`src/rtl/demux4_pkg.sv`:
```
`default_nettype none
// ============================================================================
//  Module      : demux4_pkg
//  Description : Shared widths and select encodings for the registered 1:4
//                demultiplexer that splits the 8-bit bus into native channels.
//  Revision    : 1.0 - initial release
// ============================================================================
package demux4_pkg;

    // Native channel widths and the shared bus width
    localparam int W_A   = 4;
    localparam int W_B   = 6;
    localparam int W_C   = 7;
    localparam int W_D   = 8;
    localparam int W_BUS = 8;

    // Channel select encodings
    localparam logic [1:0] SEL_A = 2'b00;
    localparam logic [1:0] SEL_B = 2'b01;
    localparam logic [1:0] SEL_C = 2'b10;
    localparam logic [1:0] SEL_D = 2'b11;

endpackage : demux4_pkg
`default_nettype wire

```
`src/rtl/demux_chan_reg.sv`:
```
`default_nettype none
// ============================================================================
//  Module      : demux_chan_reg
//  Description : One output channel: single-entry holding register with valid
//                flag, load-permission logic, wrapping accepted-word counter
//                and sticky overflow bit.
//  Revision    : 1.0 - initial release
// ============================================================================
module demux_chan_reg #(
    parameter int W       = 8,
    parameter int COUNT_W = 8
) (
    input  logic               clk,
    input  logic               rst,
    input  logic               load,      // accepted word targets this channel
    input  logic [W-1:0]       word,      // already-truncated word
    input  logic               ovf_in,    // accepted word lost non-zero bits
    input  logic               ovf_clr,
    input  logic               ready,     // consumer ready
    output logic [W-1:0]       data,
    output logic               valid,
    output logic               can_load,  // register is empty or draining now
    output logic [COUNT_W-1:0] cnt,
    output logic               ovf
);

    logic [W-1:0]       r_data;
    logic               r_valid;
    logic [COUNT_W-1:0] r_cnt;
    logic               r_ovf;

    // A full register may still take a word in the same cycle it drains
    assign can_load = ~r_valid | ready;

    // Holding register, valid flag and counter; data is kept after draining
    always_ff @(posedge clk) begin
        if (rst) begin
            r_data  <= '0;
            r_valid <= 1'b0;
            r_cnt   <= '0;
        end else if (load) begin
            r_data  <= word;
            r_valid <= 1'b1;
            r_cnt   <= r_cnt + COUNT_W'(1);
        end else if (r_valid && ready) begin
            r_valid <= 1'b0;
        end
    end

    // Sticky overflow: a new overflow wins over a simultaneous clear
    always_ff @(posedge clk) begin
        if (rst) begin
            r_ovf <= 1'b0;
        end else if (ovf_in) begin
            r_ovf <= 1'b1;
        end else if (ovf_clr) begin
            r_ovf <= 1'b0;
        end
    end

    assign data  = r_data;
    assign valid = r_valid;
    assign cnt   = r_cnt;
    assign ovf   = r_ovf;

endmodule : demux_chan_reg
`default_nettype wire

```
`src/rtl/demux4_widths_reg.sv`:
```
`default_nettype none
// ============================================================================
//  Module      : demux4_widths_reg
//  Description : Registered 1:4 demultiplexer with valid/ready handshakes.
//                Routes an 8-bit word to 4/6/7/8-bit channels, truncating
//                and flagging any lost non-zero bits as sticky overflow.
//  Revision    : 1.0 - initial release
// ============================================================================
module demux4_widths_reg
    import demux4_pkg::*;
#(
    parameter int COUNT_W = 8
) (
    input  logic               clk,
    input  logic               rst,
    input  logic [W_BUS-1:0]   in_data,
    input  logic [1:0]         in_sel,
    input  logic               in_valid,
    output logic               in_ready,
    output logic [W_A-1:0]     a_data,
    output logic               a_valid,
    input  logic               a_ready,
    output logic [W_B-1:0]     b_data,
    output logic               b_valid,
    input  logic               b_ready,
    output logic [W_C-1:0]     c_data,
    output logic               c_valid,
    input  logic               c_ready,
    output logic [W_D-1:0]     d_data,
    output logic               d_valid,
    input  logic               d_ready,
    output logic [3:0]         ovf,
    input  logic               ovf_clr,
    output logic [COUNT_W-1:0] cnt_a,
    output logic [COUNT_W-1:0] cnt_b,
    output logic [COUNT_W-1:0] cnt_c,
    output logic [COUNT_W-1:0] cnt_d
);

    logic [3:0] w_can_load;
    logic [3:0] w_load;
    logic [3:0] w_ovf_in;
    logic       w_accept;

    // Only the selected channel can stall the producer
    assign in_ready = w_can_load[in_sel];
    assign w_accept = in_valid & in_ready;

    // One-hot load strobe for the channel addressed by the accepted word
    always_comb begin
        w_load = 4'b0000;
        if (w_accept) begin
            w_load[in_sel] = 1'b1;
        end
    end

    // Overflow only counts for a word actually accepted into that channel
    assign w_ovf_in[SEL_A] = w_load[SEL_A] & (in_data[W_BUS-1:W_A] != '0);
    assign w_ovf_in[SEL_B] = w_load[SEL_B] & (in_data[W_BUS-1:W_B] != '0);
    assign w_ovf_in[SEL_C] = w_load[SEL_C] & (in_data[W_BUS-1:W_C] != '0);
    assign w_ovf_in[SEL_D] = 1'b0;

    demux_chan_reg #(.W(W_A), .COUNT_W(COUNT_W)) u_chan_a (
        .clk      (clk),
        .rst      (rst),
        .load     (w_load[SEL_A]),
        .word     (in_data[W_A-1:0]),
        .ovf_in   (w_ovf_in[SEL_A]),
        .ovf_clr  (ovf_clr),
        .ready    (a_ready),
        .data     (a_data),
        .valid    (a_valid),
        .can_load (w_can_load[SEL_A]),
        .cnt      (cnt_a),
        .ovf      (ovf[SEL_A])
    );

    demux_chan_reg #(.W(W_B), .COUNT_W(COUNT_W)) u_chan_b (
        .clk      (clk),
        .rst      (rst),
        .load     (w_load[SEL_B]),
        .word     (in_data[W_B-1:0]),
        .ovf_in   (w_ovf_in[SEL_B]),
        .ovf_clr  (ovf_clr),
        .ready    (b_ready),
        .data     (b_data),
        .valid    (b_valid),
        .can_load (w_can_load[SEL_B]),
        .cnt      (cnt_b),
        .ovf      (ovf[SEL_B])
    );

    demux_chan_reg #(.W(W_C), .COUNT_W(COUNT_W)) u_chan_c (
        .clk      (clk),
        .rst      (rst),
        .load     (w_load[SEL_C]),
        .word     (in_data[W_C-1:0]),
        .ovf_in   (w_ovf_in[SEL_C]),
        .ovf_clr  (ovf_clr),
        .ready    (c_ready),
        .data     (c_data),
        .valid    (c_valid),
        .can_load (w_can_load[SEL_C]),
        .cnt      (cnt_c),
        .ovf      (ovf[SEL_C])
    );

    demux_chan_reg #(.W(W_D), .COUNT_W(COUNT_W)) u_chan_d (
        .clk      (clk),
        .rst      (rst),
        .load     (w_load[SEL_D]),
        .word     (in_data[W_D-1:0]),
        .ovf_in   (w_ovf_in[SEL_D]),
        .ovf_clr  (ovf_clr),
        .ready    (d_ready),
        .data     (d_data),
        .valid    (d_valid),
        .can_load (w_can_load[SEL_D]),
        .cnt      (cnt_d),
        .ovf      (ovf[SEL_D])
    );

endmodule : demux4_widths_reg
`default_nettype wire

```
`config.mk`:
```
export PLATFORM = sky130hd
export DESIGN_NAME = demux4_widths_reg
export DESIGN_NICKNAME = d
export VERILOG_FILES = /design/src/rtl/demux4_pkg.sv /design/src/rtl/demux_chan_reg.sv /design/src/rtl/demux4_widths_reg.sv
export SDC_FILE = /design/constraint.sdc
export NUM_CORES = 1
export LEC_CHECK = 0
export CAP_MARGIN = 20
export CORE_MARGIN = 3
export CORE_UTILIZATION = 39
export CTS_BUF_LIST = sky130_fd_sc_hd__clkbuf_4 sky130_fd_sc_hd__clkbuf_8 sky130_fd_sc_hd__clkbuf_16
export DETAILED_ROUTE_END_ITERATION = 16
export PLACE_DENSITY = 0.65
export SYNTH_ARGS = -nofsm -noshare
export SYNTH_HDL_FRONTEND = slang
export SYNTH_SLANG_ARGS = --single-unit
```
`constraint.sdc`:
```
create_clock -name clk -period 2.1 [get_ports clk]
set_input_delay 0.315 -clock clk [delete_from_list [all_inputs] [get_ports clk]]
set_output_delay 0.315 -clock clk [all_outputs]
set_load 0.005 [all_outputs]
```
# [Yosys cells after proc, flatten, opt, wreduce, memory -nomap -nowiden]
# Index checks and enable logic that the tools add are counted.
# W data, S select, Z words.
[word_totals] ff_bits=64
[classes] n_addsub=4 n_lt_le_gt_ge=2 n_mux=17 n_bitwise=12 reduce_logical=14
[ops] op="$add A8 B1 Y8 const B" n=4
[ops] op="$reduce_bool A2 Y1" n=8
[ops] op="$mux W1" n=14
[ops] op="$logic_and A1 B1 Y1" n=5
[ops] op="$and A1 B1 Y1" n=4
[ops] op="$mux W4" n=1
[ops] op="$not A1 Y1" n=4
[ops] op="$or A1 B1 Y1" n=4
[ops] op="$reduce_bool A4 Y1" n=1
[ops] op="$lt A2 B3 Y1 const B" n=1
[ops] op="$bmux W1 S2" n=1
[ops] op="$demux W1 S2" n=1
[ops] op="$ge A2 B1 Y1 const B" n=1

# [Logic depth before layout (Yosys ltp)]
# Gate-level depths: netlist of the first run.
[logic_depth] ltp_word=8 ltp_mapped=7

# [By module]
# Synthesis of the first run repeated with hierarchy kept, for this count alone.
[hier_totals] cells_unflattened=273 hier_area_um2=2608.8
[by_module_without_submodules] mod="demux_chan_reg at u_chan_d" instances=1 cells_each=71 area_per_inst_um2=696.9
[by_module_without_submodules] mod="demux_chan_reg at u_chan_c" instances=1 cells_each=67 area_per_inst_um2=644.4
[by_module_without_submodules] mod="demux_chan_reg at u_chan_b" instances=1 cells_each=65 area_per_inst_um2=611.8
[by_module_without_submodules] mod="demux_chan_reg at u_chan_a" instances=1 cells_each=57 area_per_inst_um2=545.5
[by_module_without_submodules] mod="demux4_widths_reg" instances=1 cells_each=13 area_per_inst_um2=110.1

# [Worst setup path after synthesis of the first run]
# OpenSTA, ideal clock, no wires.
[synth_timing] path_kind="in2reg" startpoint="input port in_sel[1]" endpoint="register u_chan_b.r_cnt[7], in the netlist u_chan_b.cnt[7]" setup_time_ns=0.121 arrival_ns=1.372 t_required_ns=1.979 path_slack_ns=0.607 cell_stages=6 n_path_buf=2 path_cell_list="buf_6 -> nand2b_4 -> buf_6 -> nor4_4 -> nand3_2 -> mux2_4"
[synth_between] elab_chain_cells=5 elab_cells_between_ends=9 classes_between="2 x order compare; 5 x mux; 1 x bitwise; 1 x reduce/logical"
[synth_rtl] item="start: declaration" line="demux4_widths_reg.sv:17" text="input logic [1:0] in_sel,"
[synth_rtl] item="$lt A2 B3 Y1 (not written as such) or $ge A2 B1 Y1 (tied branches)" line="demux4_widths_reg.sv:53" text="w_load[in_sel] = 1'b1;"
[synth_rtl] item="$logic_and A1 B1 Y1 (not written as such)" line="demux4_widths_reg.sv:53"
[synth_rtl] item="$mux W1 (not written as such)" line="demux4_widths_reg.sv:53"
[synth_rtl] item="$demux W1 S2" line="demux4_widths_reg.sv:53"
[synth_rtl] item="$mux W4 (*)" line="demux4_widths_reg.sv:52" text="if (w_accept) begin"
[synth_rtl] item="end signal: assignment" line="demux_chan_reg.sv:44" text="r_cnt <= r_cnt + COUNT_W'(1);"
[synth_rtl] item="end: declaration" line="demux_chan_reg.sv:29" text="logic [COUNT_W-1:0] r_cnt;"
# Mark *: on every way between the ends. The rest lies on a longest branch, timed or not. The select of a mux whose other input is x is not followed.
# A chain may end at the register's enable or synchronous reset.

# [Worst setup path after layout of the first run]
[layout_timing] startpoint="input port b_ready" endpoint="output port in_ready"
[layout_between] elab_chain_cells=3
[layout_rtl] item="start: declaration" line="demux4_widths_reg.sv:25" text="input logic b_ready,"
[layout_rtl] item="$or A1 B1 Y1" line="demux_chan_reg.sv:33" text="assign can_load = ~r_valid | ready;"
[layout_rtl] item="$bmux W1 S2" line="demux4_widths_reg.sv:46" text="assign in_ready = w_can_load[in_sel];"
[layout_rtl] item="$mux W1 (not written as such)" line="demux4_widths_reg.sv:46"
[layout_rtl] item="end: declaration" line="demux4_widths_reg.sv:19" text="output logic in_ready,"
# No other way between the ends. The select of a mux whose other input is x is not followed.

==> impl.org, run 1 <==
** Run status
- The flow ran to the end, and the final reports show no timing, DRC or antenna violations.

** GRT
- Number of global-route vias before repair :: 2,281
- Global routing finished with a remaining overflow of 0.
- The number of antenna violations at the first check in global routing was 0.
- All-layer global routing usage :: 16.99%
- Entering global routing, the biggest net connects 32 pins.
- The first global-routing pass estimated 11,300 um of wire.

** Route
- Initial DRT Pass Iterations :: 4
- Vias/cell :: 4.874
- The final layout contains routed wiring with a total length of between 6000 and 7000 um.
- Routed len/inst :: ~14 um
- For this block, the initial DRC count from the detailed router was 117.
- Final ANT Viol Nets :: 0
- After detailed routing, the number of remaining DRC violations is 0.
- Summing over every cut layer, the via total after detailed routing is between 2,000 and 2,500.

** Power and ir drop
- The worst-case IR drop observed on VDD is 0.0003892 V.
- The analysis attributes to cell leakage a power of around 1.4 nW.
- For this design the ratio of total power to cell area is approximately 680 mW/mm2.

** Placement
- Last weighted congestion value of the routability-driven placer :: 0.8100
- The count of buffers added on input and output ports is 82.
- Placed wire-length estimate :: approximately 4700 um

** Hold path
- The min-delay analysis places its worst path in the category input pin to flip-flop.

** Finish
- Proportion of layout cells with a drive suffix above 1 :: 10.08%
- Fill cells in the final layout number 625.
- The number of antenna diodes in the final layout is 0.
- Fin nets :: between 400 and 500
- From synthesis to final layout, the design area changed by 40.98%.
- Leaving out fill and tap cells, the most frequent cell in the layout is sky130_fd_sc_hd__clkdlybuf4s50_1.
- In the layout the commonest cells are 80 x sky130_fd_sc_hd__clkdlybuf4s50_1, 64 x sky130_fd_sc_hd__dfxtp_1, 56 x sky130_fd_sc_hd__nor2_1.

** Floorplan
- The floorplan step defined a die boundary enclosing 0.008198 mm2.
- Number of cell rows :: 30
- The floorplan step set the die height to 90.55 um.
- The total area inside the core boundary comes to 0.006869 mm2.
- I/O pin count :: 84
- For this configuration, the core starts out at a cell density of 40.58%.
- In this run the horizontal extent of the chip is between 90 and 100 um.

** Clock network
- Clock edge transition at the registers on the reported setup and hold paths :: 0.07 ns
- TritonCTS built the clock tree.
- The H-tree generated during clock tree synthesis spans 3 levels.
- After clock tree synthesis, the flow added hold-fix buffers numbering 0.
- The number of setup buffers added after CTS is 0.
- The clock drives 64 sinks.
- CTS-repair resized insts :: 1
- Clock latency on the worst-skew pair, taken at its later pin, is 0.33 ns.
- Root buf cell :: sky130_fd_sc_hd__clkbuf_8
- Number of buffers added by the clock tree synthesis step :: 9
- The longest clock path from root to sink contains 2 buffers.

** Logic synthesis
- The number of nets handed over by synthesis was 330.
- Gate count after technology mapping :: 308
- Count of yosys warnings during synthesis :: 0
- Each instance of the synthesized netlist takes up on average 9.051 um2.
- Cell area after technology mapping :: 0.002788 mm2
- Count of state elements after synthesis :: 64
- Sequential cell area fraction in the yosys report :: 45.96%
- Yosys cell types :: 40

** STA
- Worst hold margin :: 0.3204 ns
- The final critical path takes up 87.79% of the cycle.
- The final hold violation count is 0.
- Setup repair after global routing left no endpoint under its margin.
- Max Fclk :: 542.4 MHz
- Setup violations remaining at the end of the flow were counted as 0.
- Largest clock skew in the final design :: 0.009629 ns
- For the final routed database, the setup TNS stands at 0 ns.
- The max-slew violation total from the final report is 0.
- The clock period could shrink to 1.844 ns.

** Worst setup path
- Data arrival, critical path :: 1.53 ns
- The worst setup path is captured at a primary output.
- Req. time, crit path :: roughly 1.8 ns
- In this run the worst path has a maximum fanout of 2.
- The worst setup path is launched from an input pin.
- By startpoint and endpoint, the worst setup path is classified as input pin to primary output.

** Run
- Max-cap violations in this run came to 0.
routing by layer:
metal	vias to the layer above	share of wire (%)	GRT usage (%)
met5	-	0	0
met2	60	46	26.31
li1	1207	-	-
met4	0	1.3	7.653
met1	1129	47	22.42
met3	7	5.3	4.000
stage by stage:
stage | power, mW | std cells | setup WS, ns | instance area [um2] | util (%)
after floorplan | 1.396 | 308 | 0.6069 | 2788 | -
after global placement | 1.518 | 477 | 0.001829 | 3712 | 54.04
after detailed placement | 1.519 | 477 | -0.02069 | 3712 | 54.04
after CTS | 2.684 | 493 | 0.2425 | 3930 | 57.21
after global routing | 2.762 | 493 | 0.1498 | 3930 | 57.21
final | 2.655 | 493 | 0.2565 | 3930 | 57.21
critical path, stage by stage:
cell and delay, ns:
sky130_fd_sc_hd__clkdlybuf4s50_1 0.46, sky130_fd_sc_hd__and2b_2 0.22, sky130_fd_sc_hd__mux2i_1 0.13, sky130_fd_sc_hd__nor2_1 0.05, sky130_fd_sc_hd__a21oi_1 0.11, sky130_fd_sc_hd__dlygate4sd2_1 0.24
synth_stat cells:
cell type | instances | area, um2
sky130_fd_sc_hd__nor3_4 | 1 | 16.27
sky130_fd_sc_hd__or3_1 | 1 | 6.260
sky130_fd_sc_hd__nor2b_1 | 3 | 18.77
sky130_fd_sc_hd__conb_1 | 1 | 3.750
sky130_fd_sc_hd__nor4_1 | 9 | 56.30
sky130_fd_sc_hd__nand3_1 | 9 | 45.04
sky130_fd_sc_hd__clkbuf_1 | 10 | 37.54
sky130_fd_sc_hd__nand2b_4 | 1 | 13.76
sky130_fd_sc_hd__nand4b_1 | 1 | 8.760
sky130_fd_sc_hd__nand4_1 | 9 | 56.30
sky130_fd_sc_hd__xor2_1 | 5 | 43.79
sky130_fd_sc_hd__a41o_1 | 1 | 10.01
sky130_fd_sc_hd__buf_2 | 4 | 20.02
sky130_fd_sc_hd__and2b_2 | 1 | 8.760
sky130_fd_sc_hd__and2b_1 | 1 | 7.510
sky130_fd_sc_hd__nand2_1 | 21 | 78.83
sky130_fd_sc_hd__inv_1 | 2 | 7.510
sky130_fd_sc_hd__buf_6 | 4 | 45.04
sky130_fd_sc_hd__clkbuf_8 | 1 | 13.76
sky130_fd_sc_hd__and3_1 | 1 | 6.260
sky130_fd_sc_hd__buf_4 | 5 | 37.54
sky130_fd_sc_hd__and2_1 | 3 | 18.77
sky130_fd_sc_hd__a311oi_1 | 1 | 8.760
sky130_fd_sc_hd__o21ai_0 | 16 | 80.08
sky130_fd_sc_hd__nor3b_1 | 1 | 7.510
sky130_fd_sc_hd__nand3_2 | 1 | 10.01
sky130_fd_sc_hd__nand2b_1 | 7 | 43.79
sky130_fd_sc_hd__nor4b_1 | 3 | 26.28
sky130_fd_sc_hd__dfxtp_1 | 64 | 1281
sky130_fd_sc_hd__nor4_4 | 1 | 21.27
sky130_fd_sc_hd__a21oi_1 | 15 | 75.07
sky130_fd_sc_hd__mux2_4 | 1 | 15.01
sky130_fd_sc_hd__ha_1 | 4 | 50.05
sky130_fd_sc_hd__and4_1 | 1 | 8.760
sky130_fd_sc_hd__mux2i_1 | 21 | 210.2
sky130_fd_sc_hd__nor2_1 | 56 | 210.2
sky130_fd_sc_hd__o41ai_1 | 1 | 8.760
sky130_fd_sc_hd__nor3_1 | 4 | 20.02
sky130_fd_sc_hd__and3b_2 | 1 | 10.01
sky130_fd_sc_hd__xnor2_1 | 16 | 140.1
kinds of logic after synthesis:
group / after synthesis / share of synthesized area, %
AND/OR/NAND/NOR: 136 / 25.09
XOR/XNOR: 21 / 6.598
flip-flops: 64 / 45.96
buffers and inverters: 26 / 5.790
multiplexers: 22 / 8.079
adder cells (fa/ha/maj): 4 / 1.795
other: 1 / 0.1345
AO/OA/AOI/OAI: 34 / 6.553
report_power, final:
| group | internal [mW] | switching (mW) | leakage [nW] |
|---|---|---|---|
| clock | 0.670 | 0.494 | 0.110 |
| combinational | 0.125 | 0.107 | 0.753 |
| sequential | 1.24 | 0.0188 | 0.518 |
| total | 2.04 | 0.619 | 1.38 |
flip-flops by register name, indices dropped and copies added, names as in the netlist, 4 cells and up:
| register | flops |
|---|---|
| u_chan_a.data | 4 |
| u_chan_a.cnt | 8 |
| u_chan_d.data | 8 |
| u_chan_c.data | 7 |
| u_chan_c.cnt | 8 |
| u_chan_b.data | 6 |
| u_chan_b.cnt | 8 |
| u_chan_d.cnt | 8 |
cell type report:
cell class / instances / area [um2] / area share, %
clock buffer: 9 / 123.9 / 3.152
clock inverter: 7 / 95.09 / 2.420
inverter: 2 / 7.507 / 0.1910
multi-input combinational: 218 / 1350 / 34.35
sequential: 64 / 1281 / 32.60
tap: 96 / 120.1 / 3.056
timing repair buffer: 97 / 952.2 / 24.23
worst paths after layout:
check | from | endpoint | slack (ns) | cells after the start
max reg2reg | u_chan_b.valid$_SDFFE_PP0P_ | u_chan_b.cnt[7]$_SDFFE_PP0P_ | 0.56 | 5
min | rst | u_chan_b.cnt[0]$_SDFFE_PP0P_ | 0.32 | 2
max | b_ready | in_ready | 0.26 | 6
min reg2reg | u_chan_d.data[2]$_SDFFE_PP0P_ | u_chan_d.data[2]$_SDFFE_PP0P_ | 0.47 | 2
No activity file was read; power rests on OpenSTA's default activity.
==> run 2, diff against run 1 <==
==> constraint.sdc (replaced) <==
create_clock -name clk -period 2 [get_ports clk]
set_input_delay 0.3 -clock clk [delete_from_list [all_inputs] [get_ports clk]]
set_output_delay 0.3 -clock clk [all_outputs]
set_load 0.005 [all_outputs]
==> run 2 against run 1 <==
Design area up 0.64%; clock power decreased by 3%; worst hold slack improved by 0.099 ns.
==> impl.org, run 2 (synthesis results as in run 1) <==
** Run status
- Result of the run :: finished clean

** Route
- The number of iterations in the first detailed-routing pass came to 4 (unchanged).
- The via density per instance is 4.825 (-1.0%).
- The number of DRC markers in iteration 0 was 103 (-12%).
- The detail-routed net length per standard cell came to 13.34 um (-2.5%).
- The routed wire length was 6631 um (-1.7%).
- Final ANT Viol Nets :: 0 (unchanged)
- Via total after detailed routing :: 2,398 (-0.21%)
- The residual DRC count is 0 (unchanged).

** Clock network
- Number of buffers added by the clock tree synthesis step :: 9 (unchanged)
- Clk sink count :: 64 (unchanged)
- The CTS H-tree depth is 3 (unchanged).
- The number of buffers inserted by post-CTS setup repair is 0 (unchanged).
- The clock transition at the registers of the reported paths is 0.07 ns (about the same).
- Max clock buf depth :: 2 (unchanged)
- Clk Latency, worst-skew pair :: 0.34 ns (about the same)
- The number of cells upsized or downsized after cts was 1 (unchanged).
- Number of buffers added to fix hold violations after cts :: 0 (unchanged)
- The tree is rooted in a sky130_fd_sc_hd__clkbuf_8.
- TritonCTS clock tree :: yes

** Finish
- The final-layout fill cell count is 634 (+1.4%).
- Multi-input combinational cell area :: 0.001350 mm2 (unchanged)
- Area added between synthesis and finish :: 41.88%
- Proportion of layout cells with a drive suffix above 1 :: 10.97% (+0.90 points)
- Most frequent standard cell in the layout excluding fill and tap cells :: sky130_fd_sc_hd__clkdlybuf4s50_1
- Reg area :: 0.001281 mm2 (unchanged)
- Number of antenna cells inserted :: 0 (unchanged)
- Fin nets :: 418 (+0.97%)
- The library cells used most frequently in the layout, excluding fill and tap cells, are 80 x sky130_fd_sc_hd__clkdlybuf4s50_1, 64 x sky130_fd_sc_hd__dfxtp_1, 56 x sky130_fd_sc_hd__nor2_1.

** Floorplan
- Die X-Extent :: 90.55 um (unchanged)
- The floorplan die area was 0.008198 mm2 (unchanged).
- The initial core utilization came to 40.58% (unchanged).
- The height of the die is 90.55 um (unchanged).
- The core box area is 0.006869 mm2 (unchanged).
- The number of primary I/O pins came to 84 (unchanged).
- The count of standard-cell rows was 30 (unchanged).

** GRT
- The leftover overflow at the end of global routing is 0 (unchanged).
- The number of antenna violations at the first check in global routing was 0 (unchanged).
- The global-route wire length before repair came to 11,340 um (+0.36%).
- Number of global-route vias before repair :: 2,284 (+0.13%)
- Largest net degree at the start of global routing :: 39 (+22%)
- All-layer global routing usage :: 17.13% (+0.15 points)

** STA
- The worst hold slack was 0.4197 ns (+0.09928 ns).
- The final hold violation count was 0 (unchanged).
- Final max-slew violation count :: 0 (unchanged)
- Time the final worst path needs with I/O delays and setup :: 1.828 ns
- The worst path uses 91.41% of the clock period.
- Total setup violations reported at the end of the flow :: 0 (unchanged)
- Largest clock skew in the final design :: 0.01184 ns (+0.002215 ns)
- Max Fclk :: 547.0 MHz
- Setup repair after global routing left no endpoint under its margin.
- The total negative slack for setup checks is 0 ns (unchanged).

** Run
- Number of max-cap violations :: 0 (unchanged)

** Power and ir drop
- The leakage power figure is 1.399 nW (+1.3%).
- Final total power :: 2.695 mW (+1.5%)
- The maximum ir drop on the vdd rail was 0.0006155 V (+58%).
- The power density relative to cell area was 681.4 mW/mm2 (+0.88%).

** Placement
- The count of buffers inserted at the top-level ports was 82 (unchanged).
- Placed wire-length estimate :: 4679 um (about the same)
- The routability-driven placement congestion ratio came to 0.8118 (+0.22%).

** Hold path
- The tightest min-delay check is of the input pin to flip-flop type.

** Worst setup path
- Critical Path Source Type :: input pin
- Data arrival, critical path :: 1.53 ns (about the same)
- Critical setup path kind :: input pin to primary output
- The required arrival time at the worst endpoint came to 1.70 ns (-0.08 ns).
- Nature of the critical path endpoint :: primary output
- Worst Path Max Fanout :: 2 (unchanged)
## run 2: changes by cell type in the layout (fill, tap and decap cells not counted), sizes merged
cell / before / now
inv: 3 / 2
bufinv: 2 / 1
clkbuf: 9 / 11
buf: 16 / 20
## run 2: worst paths after layout
kind                                                  start                            to  slack [ns]  depth (start not counted)
worst min-delay path                                    rst  u_chan_b.cnt[7]$_SDFFE_PP0P_        0.42                          3
worst max-delay path                                a_ready                      in_ready        0.17                          6
worst min register to register    u_chan_a.ovf$_SDFFE_PP0P_     u_chan_a.ovf$_SDFFE_PP0P_        0.47                          2
worst max register to register  u_chan_b.valid$_SDFFE_PP0P_  u_chan_b.cnt[7]$_SDFFE_PP0P_        0.52                          5
## run 2: critical path: stages
cell and delay, ns:
sky130_fd_sc_hd__clkdlybuf4s50_1 0.40, sky130_fd_sc_hd__nor2b_1 0.30, sky130_fd_sc_hd__mux2i_1 0.12, sky130_fd_sc_hd__nor2_1 0.10, sky130_fd_sc_hd__a21oi_1 0.04, sky130_fd_sc_hd__dlygate4sd2_1 0.27
## run 2: metal layers
metal | track usage (%) | share of wire, %
met1 | 22.55 | 47
met4 | 7.781 | 1.7
met2 | 26.00 | 46
met5 | 0 | 0
met3 | 4.833 | 5.2
## run 2: area by class of cell
cell class / instances / area share [%]
repair buffers: 101 / 25.15
multi-input cells: 218 / 34.13
flip-flops and latches: 64 / 32.39
clock inverters: 5 / 1.424
clock buffers: 11 / 3.670
inverters: 2 / 0.1898
well taps: 96 / 3.037
## run 2: where the power goes
group	switching, mW	leakage, nW	internal [mW]
registers	0.0192	0.518	1.30
logic	0.112	0.778	0.137
clock network	0.503	0.103	0.621
## run 2: stage by stage
step | area [um2] | setup WS (ns) | instances | utilization [%]
after floorplan | 2788 | 0.5219 | 308 | -
after global placement | 3755 | -0.05718 | 481 | 54.66
after detailed placement | 3755 | -0.09264 | 481 | 54.66
after CTS | 3955 | 0.1697 | 497 | 57.58
after global routing | 3955 | 0.04772 | 497 | 57.58
final | 3955 | 0.1717 | 497 | 57.58
==> run 3, diff against run 2 <==
--- a/config.mk
+++ b/config.mk
@@ -6,7 +6,7 @@
 export NUM_CORES = 1
 export LEC_CHECK = 0
 export CAP_MARGIN = 20
-export CORE_MARGIN = 3
+export CORE_MARGIN = 2
 export CORE_UTILIZATION = 39
 export CTS_BUF_LIST = sky130_fd_sc_hd__clkbuf_4 sky130_fd_sc_hd__clkbuf_8 sky130_fd_sc_hd__clkbuf_16
 export DETAILED_ROUTE_END_ITERATION = 16
==> run 3 against run 2 <==
Fmax grew 2.0%; final cell count fell by 0.40%; die area shrank 4.4%; design area up 0.28%; via count is 1.7% lower; clock skew down 0.0056 ns; global-route usage hardly changed; combinational power about the same; clock-buffer cell count decreased by 2; largest cell class unchanged; largest power group unchanged.
==> impl.org, run 3 (synthesis results as in run 1) <==
** Run status
- Result of the run :: finished clean

** Floorplan
- Die X-Extent :: 88.55 um (-2.2%)
- The core box area came to 0.006869 mm2 (unchanged).
- Vertical die dimension :: 88.55 um (-2.2%)
- I/O pin count :: 84 (unchanged)
- Die ar. :: 0.007840 mm2 (-4.4%)
- The count of standard-cell rows is 30 (unchanged).
- The initial core utilization was 40.58% (unchanged).

** Route
- The via density per instance is 4.764 (-1.3%).
- Violation count after the first detailed-route iteration :: 108 (+4.9%)
- Initial DRT Pass Iterations :: 5 (+1)
- The detail-routed net length per standard cell came to 13.14 um (-1.5%).
- The routed wire length was 6503 um (-1.9%).
- The residual DRC count was 0 (unchanged).
- Final ANT Viol Nets :: 0 (unchanged)
- The detailed-route via count was 2,358 (-1.7%).

** STA
- The worst clock skew came to 0.006207 ns (-0.005637 ns).
- The count of endpoints failing setup in the final report was 0 (unchanged).
- Max Fclk :: 557.9 MHz (+2.0%)
- Number of failing hold endpoints at the final stage :: 0 (unchanged)
- Final max-slew violation count :: 0 (unchanged)
- The final critical-path required period was 1.792 ns (-0.03591 ns).
- Final critical-path share of the clock period :: 89.62% (-1.8 points)
- Unrepaired setup endpoints after global routing :: false
- The total negative slack for setup checks came to 0 ns (unchanged).

** Hold path
- Type of the tightest min-delay check :: input pin to flip-flop
- Hold Path Cell Cnt :: 2 (-1)
- For hold timing, the worst endpoint is u_chan_b.valid$_SDFFE_PP0P_.
- In this run the most critical hold path is launched from rst.

** Clock network
- The later-pin clock latency in the skew report came to 0.34 ns (about the same).
- TritonCTS built the clock tree.
- The number of sinks driven by the clock tree came to 64 (unchanged).
- Clock edge transition at the registers on the reported setup and hold paths :: 0.08 ns (about the same)
- Number of H-tree levels :: 3 (unchanged)
- Number of buffers added to fix hold violations after cts :: 0 (unchanged)
- Number of buffers added by the clock tree synthesis step :: 9 (unchanged)
- Root buf cell :: sky130_fd_sc_hd__clkbuf_8
- Max clock buf depth :: 2 (unchanged)

** Placement
- Number of placed instances, taps included :: 479 (-0.42%)
- The count of buffers inserted at the top-level ports came to 82 (unchanged).
- Last weighted congestion value of the routability-driven placer :: 0.7949 (-2.1%)
- Placed wire-length estimate :: 4680 um (about the same)

** Worst setup path
- Critical Path Source Type :: input pin
- Worst r2r path cells :: 5 (unchanged)
- Data arrival, critical path :: 1.49 ns (-0.04 ns)
- Critical setup path kind :: input pin to primary output
- Peak per-stage delay on the critical path :: 0.46 ns (+0.06 ns)
- In this run the critical register-to-register path is launched from u_chan_b.valid$_SDFFE_PP0P_.
- Walking the worst path, the cells encountered are clkdlybuf4s50_1 > and2b_2 > mux2i_1 > nor2_1 > a21oi_1 > dlygate4sd2_1.
- The largest fanout on the critical path is 2 (unchanged).
- Cell type of the slowest stage on the worst timing path :: sky130_fd_sc_hd__clkdlybuf4s50_1
- The required arrival time at the worst endpoint came to 1.70 ns (about the same).
- CP bufs+invs :: 2 (unchanged)
- STA classifies the critical path endpoint as a primary output.
- RR Endpoint :: u_chan_b.cnt[7]$_SDFFE_PP0P_
- FF-to-FF setup slack :: 0.50 ns (-0.02 ns)
- The kind of cell with the highest combined delay along the critical path is buffers and inverters.

** GRT
- The global-route wire length before repair was 10,240 um (-9.7%).
- Number of antenna violations at the first check in global routing :: 0 (unchanged)
- The total global routing track utilization came to 17.17% (+0.035 points).
- GR Overflow Total :: 0 (unchanged)
- The largest net degree at the start of global routing was 32 (-18%).
- Number of global-route vias before repair :: 2,050 (-10%)

** Power and ir drop
- Total power divided by cell area :: 713.9 mW/mm2 (+4.8%)
- The maximum ir drop on the vdd rail came to 0.0003518 V (-43%).
- P_leak :: 1.401 nW (+0.15%)

** Finish
- The count of antenna diodes in the layout was 0 (unchanged).
- The final non-filler cell total came to 495 (-0.40%).
- Top library cells by usage in the layout, fill and taps aside :: 80 x sky130_fd_sc_hd__clkdlybuf4s50_1, 64 x sky130_fd_sc_hd__dfxtp_1, 56 x sky130_fd_sc_hd__nor2_1
- Area added between synthesis and finish :: 42.28%
- The final net count is 416 (-0.48%).
- Leaving out fill and tap cells, the most frequent cell in the layout is sky130_fd_sc_hd__clkdlybuf4s50_1.
- The share of final-layout standard cells stronger than drive strength 1 came to 10.53% (-0.45 points).
- The final-layout fill cell count was 646 (+1.9%).

** Run
- Number of max-cap violations :: 0 (unchanged)
run 3: changes by cell type in the layout (fill, tap and decap cells not counted):
cell and delta:
sky130_fd_sc_hd__clkinvlp_4 -1, sky130_fd_sc_hd__clkbuf_8 -1, sky130_fd_sc_hd__clkbuf_4 -1, sky130_fd_sc_hd__bufinv_16 +1
sky130_fd_sc_hd__clkinv_4 +2, sky130_fd_sc_hd__inv_6 +2, sky130_fd_sc_hd__clkinv_2 -2, sky130_fd_sc_hd__buf_4 -2
run 3: cell type report:
cell class | count | area, um2 | area share (%)
tap | 96 | 120.1 | 3.028
timing repair buffer | 99 | 979.7 | 24.70
sequential | 64 | 1281 | 32.30
clock buffer | 9 | 123.9 | 3.123
clock inverter | 7 | 103.9 | 2.618
multi-input combinational | 218 | 1350 | 34.04
inverter | 2 | 7.507 | 0.1893
run 3: routing by layer:
metal	up-vias	GRT usage [%]	wire length [um]	part of all wire, %
met4	0	7.851	111	1.7
met3	11	5.224	339	5.2
met5	-	0	0	0
met2	63	24.61	2907	45
li1	1220	-	-	-
met1	1064	23.70	3144	48
run 3: through the flow:
step	total power [mW]	setup WS, ns	area (um2)	utilization (%)	hold slack [ns]
global placement	1.599	-0.06176	3740	54.44	0.4594
finish	2.832	0.2076	3966	57.74	0.2742
CTS	2.874	0.1952	3966	57.74	0.2610
detailed placement	1.600	-0.05611	3740	54.44	0.4629
global route	2.950	0.1035	3966	57.74	0.2690
floorplan	1.466	0.5219	2788	-	0.4360
run 3: how the worst max path moves through the flow:
stage,from,end,depth (start not counted)
global route,u_chan_a.valid$_SDFFE_PP0P_,in_ready,5
global placement,b_ready,in_ready,6
floorplan,in_sel[1],u_chan_b.cnt[7]$_SDFFE_PP0P_,6
CTS,u_chan_a.valid$_SDFFE_PP0P_,in_ready,5
finish,b_ready,in_ready,6
detailed placement,b_ready,in_ready,6
run 3: power breakdown:
group	internal, mW	switching (mW)	total [mW]
clock network	0.717	0.547	1.26
logic	0.135	0.112	0.247
registers	1.30	0.0197	1.32
total	2.15	0.678	2.83
run 3: repair_timing:
action	4_1_cts	5_1_grt
hold endpoints to repair	0	0
endpoints found under the setup margin	1	0
gates resized for setup	1	0
setup buffers	0	0
==> patch: new RTL, settings of run 2 <==
`W_A`: 4 -> 6.
--- a/src/rtl/demux4_pkg.sv
+++ b/src/rtl/demux4_pkg.sv
@@ -8,7 +8,7 @@
 package demux4_pkg;
 
     // Native channel widths and the shared bus width
-    localparam int W_A   = 4;
+    localparam int W_A   = 6;
     localparam int W_B   = 6;
     localparam int W_C   = 7;
     localparam int W_D   = 8;
Interface: changed (resized a_data); port bits go from 84 to 86. No check against the original RTL was run, so the function may have changed too.
==> patch against run 2 <==
- worst setup slack lost 0.12 ns
- die area is 0.63% lower
- first-iteration DRC count fell by 17%
- wire length increased by 12%
- critical path depth down 2
- area after synthesis shrank 0.67%
- count of clock-buffer cells in the layout fell by 2
- power rose by 10%
- worst hold slack better by 0.019 ns
- sequential cell count grew 2
- core utilization is 1.4 points higher
- design area is 1.9% higher
- clock skew shrank 0.0011 ns
==> patch: results (changes against run 2) <==
[setup_path]
rrSetupSlack_ns=0.42  ; -0.10 ns
cp_max_fo=5  ; +3
cp_slowest_cell=mux4_2
max_stage_delay_ns=0.47  ; +0.07 ns
r2r_start=u_chan_a.valid
r2r-end=u_chan_a.cnt[7]
crit_path_start=d_ready
r2r_cells=4  ; -1

[pwr]
ir_drop_uv=438  ; -29%
leakage_nw=1.41  ; +0.92%

[global_routing]
gr-usage-met1=0.227  ; +0.00187
grt_util_met2=0.309  ; +0.0492
grt_max_degree=32  ; -18%
gr-usage-all-layers=0.190  ; +0.0191
antenna_found_initial=0  ; unchanged
grt_pass1_wl_mm=12.5  ; +10%
grt_pass1_vias=2590  ; +13%
met3_usage=0.0917  ; +0.0433

[cts]
ctsLongestPathBuffers=2  ; unchanged
clk_pin_slew_ns=0.08
post_cts_buffers=0  ; unchanged
root_buffer=clkbuf_8

[drt]
wl_mm=7.46  ; +12%
wl_met2_mm=3.61  ; +18%
topRoutingLayerUsed=met4
met3WireLength_um=670  ; +94%
wirelength_met1_mm=3.14  ; +1.5%
initialDrtViolationCount=86  ; -17%
num_vias=2659  ; +11%
via_per_inst=5.06  ; +4.8%

[placed_design]
io_buffers=84  ; +2.4%
postPlaceCellArea_um2=3780  ; +0.57%
place_inst=510  ; +6.0%
dpl_worst_slack_ns=-0.209  ; -0.116 ns
place.gp.congestion=0.788  ; -3.0%
place_hpwl_mm=5.39  ; +15%

[synth]
synthTopCellsByArea=dfxtp_1, nand2_1, a21oi_1
synth-seq-area-share=0.477  ; +0.0176
synth_top_cells_by_count=nand2_1, dfxtp_1, a21oi_1
avgSynthCellArea_um2=8.37  ; -7.6%
ys_types=35  ; -13%
syn_nets=353  ; +7.0%
yosys_warnings=0  ; unchanged
ys.flop_type=dfxtp_1

[finish]
final_nets=447  ; +6.9%
drive_gt1_frac=0.112  ; +0.00190

[timing]
fin_crit_sh=0.973  ; +0.0589
fin_skew_ns=0.0107  ; -0.00110 ns

[hold_path]
worstHoldPathType=in -> reg
holdPathStages=2  ; -1
holdCritStartpoint=rst
whs_endpoint=u_chan_a.cnt[0]

[status]
outcome=complete, no violations

-- patch: logic make-up (layout without fill, tap and decap cells) --
| family | after synthesis | after routing | share of synthesized area |
|---|---|---|---|
| simple gates | 161 | 161 | 0.284 |
| compound gates | 56 | 56 | 0.110 |
| fa+ha+maj | 4 | 4 | 0.0181 |
| xor+xnor | 16 | 16 | 0.0506 |
| flops | 66 | 66 | 0.477 |
| buf+inv | 23 | 122 | 0.0384 |
| mux | 4 | 4 | 0.0203 |
| other cells | 1 | 1 | 0.00135 |
-- patch: worst max-delay path, delay by kind of cell --
| kind | cells | cell delay (ns) |
|---|---|---|
| buffers and inverters | 2 | 0.71 |
| multiplexers | 1 | 0.47 |
| AND/OR/NAND/NOR | 1 | 0.17 |
-- patch: final cells by class --
class                      count  area, µm²
tap                           96        120
timing repair buffer         104        985
clock buffer                   9        124
multi-input combinational    242       1360
clock inverter                 7        118
inverter                       2       7.51
fill                         651       2800
sequential                    66       1320
-- patch: power by group --
part | switching [mW] | total, mW | internal [mW] | leakage [nW]
sequential | 0.0232 | 1.37 | 1.34 | 0.535
clock | 0.531 | 1.36 | 0.828 | 0.123
combinational | 0.117 | 0.248 | 0.131 | 0.755
total | 0.672 | 2.97 | 2.30 | 1.41
-- patch: timing repair --
item	in CTS	in global routing
gates resized for setup	3	1
hold buffers	0	0
hold endpoints to repair	0	0
setup endpoints to repair	1	1
pin swaps	0	0
-- patch: through the flow --
step,hold slack [ns],util
after floorplan,0.436,-
after global routing,0.449,0.590
after detailed placement,0.450,0.553
final,0.439,0.590
after global placement,0.441,0.553
after CTS,0.432,0.589
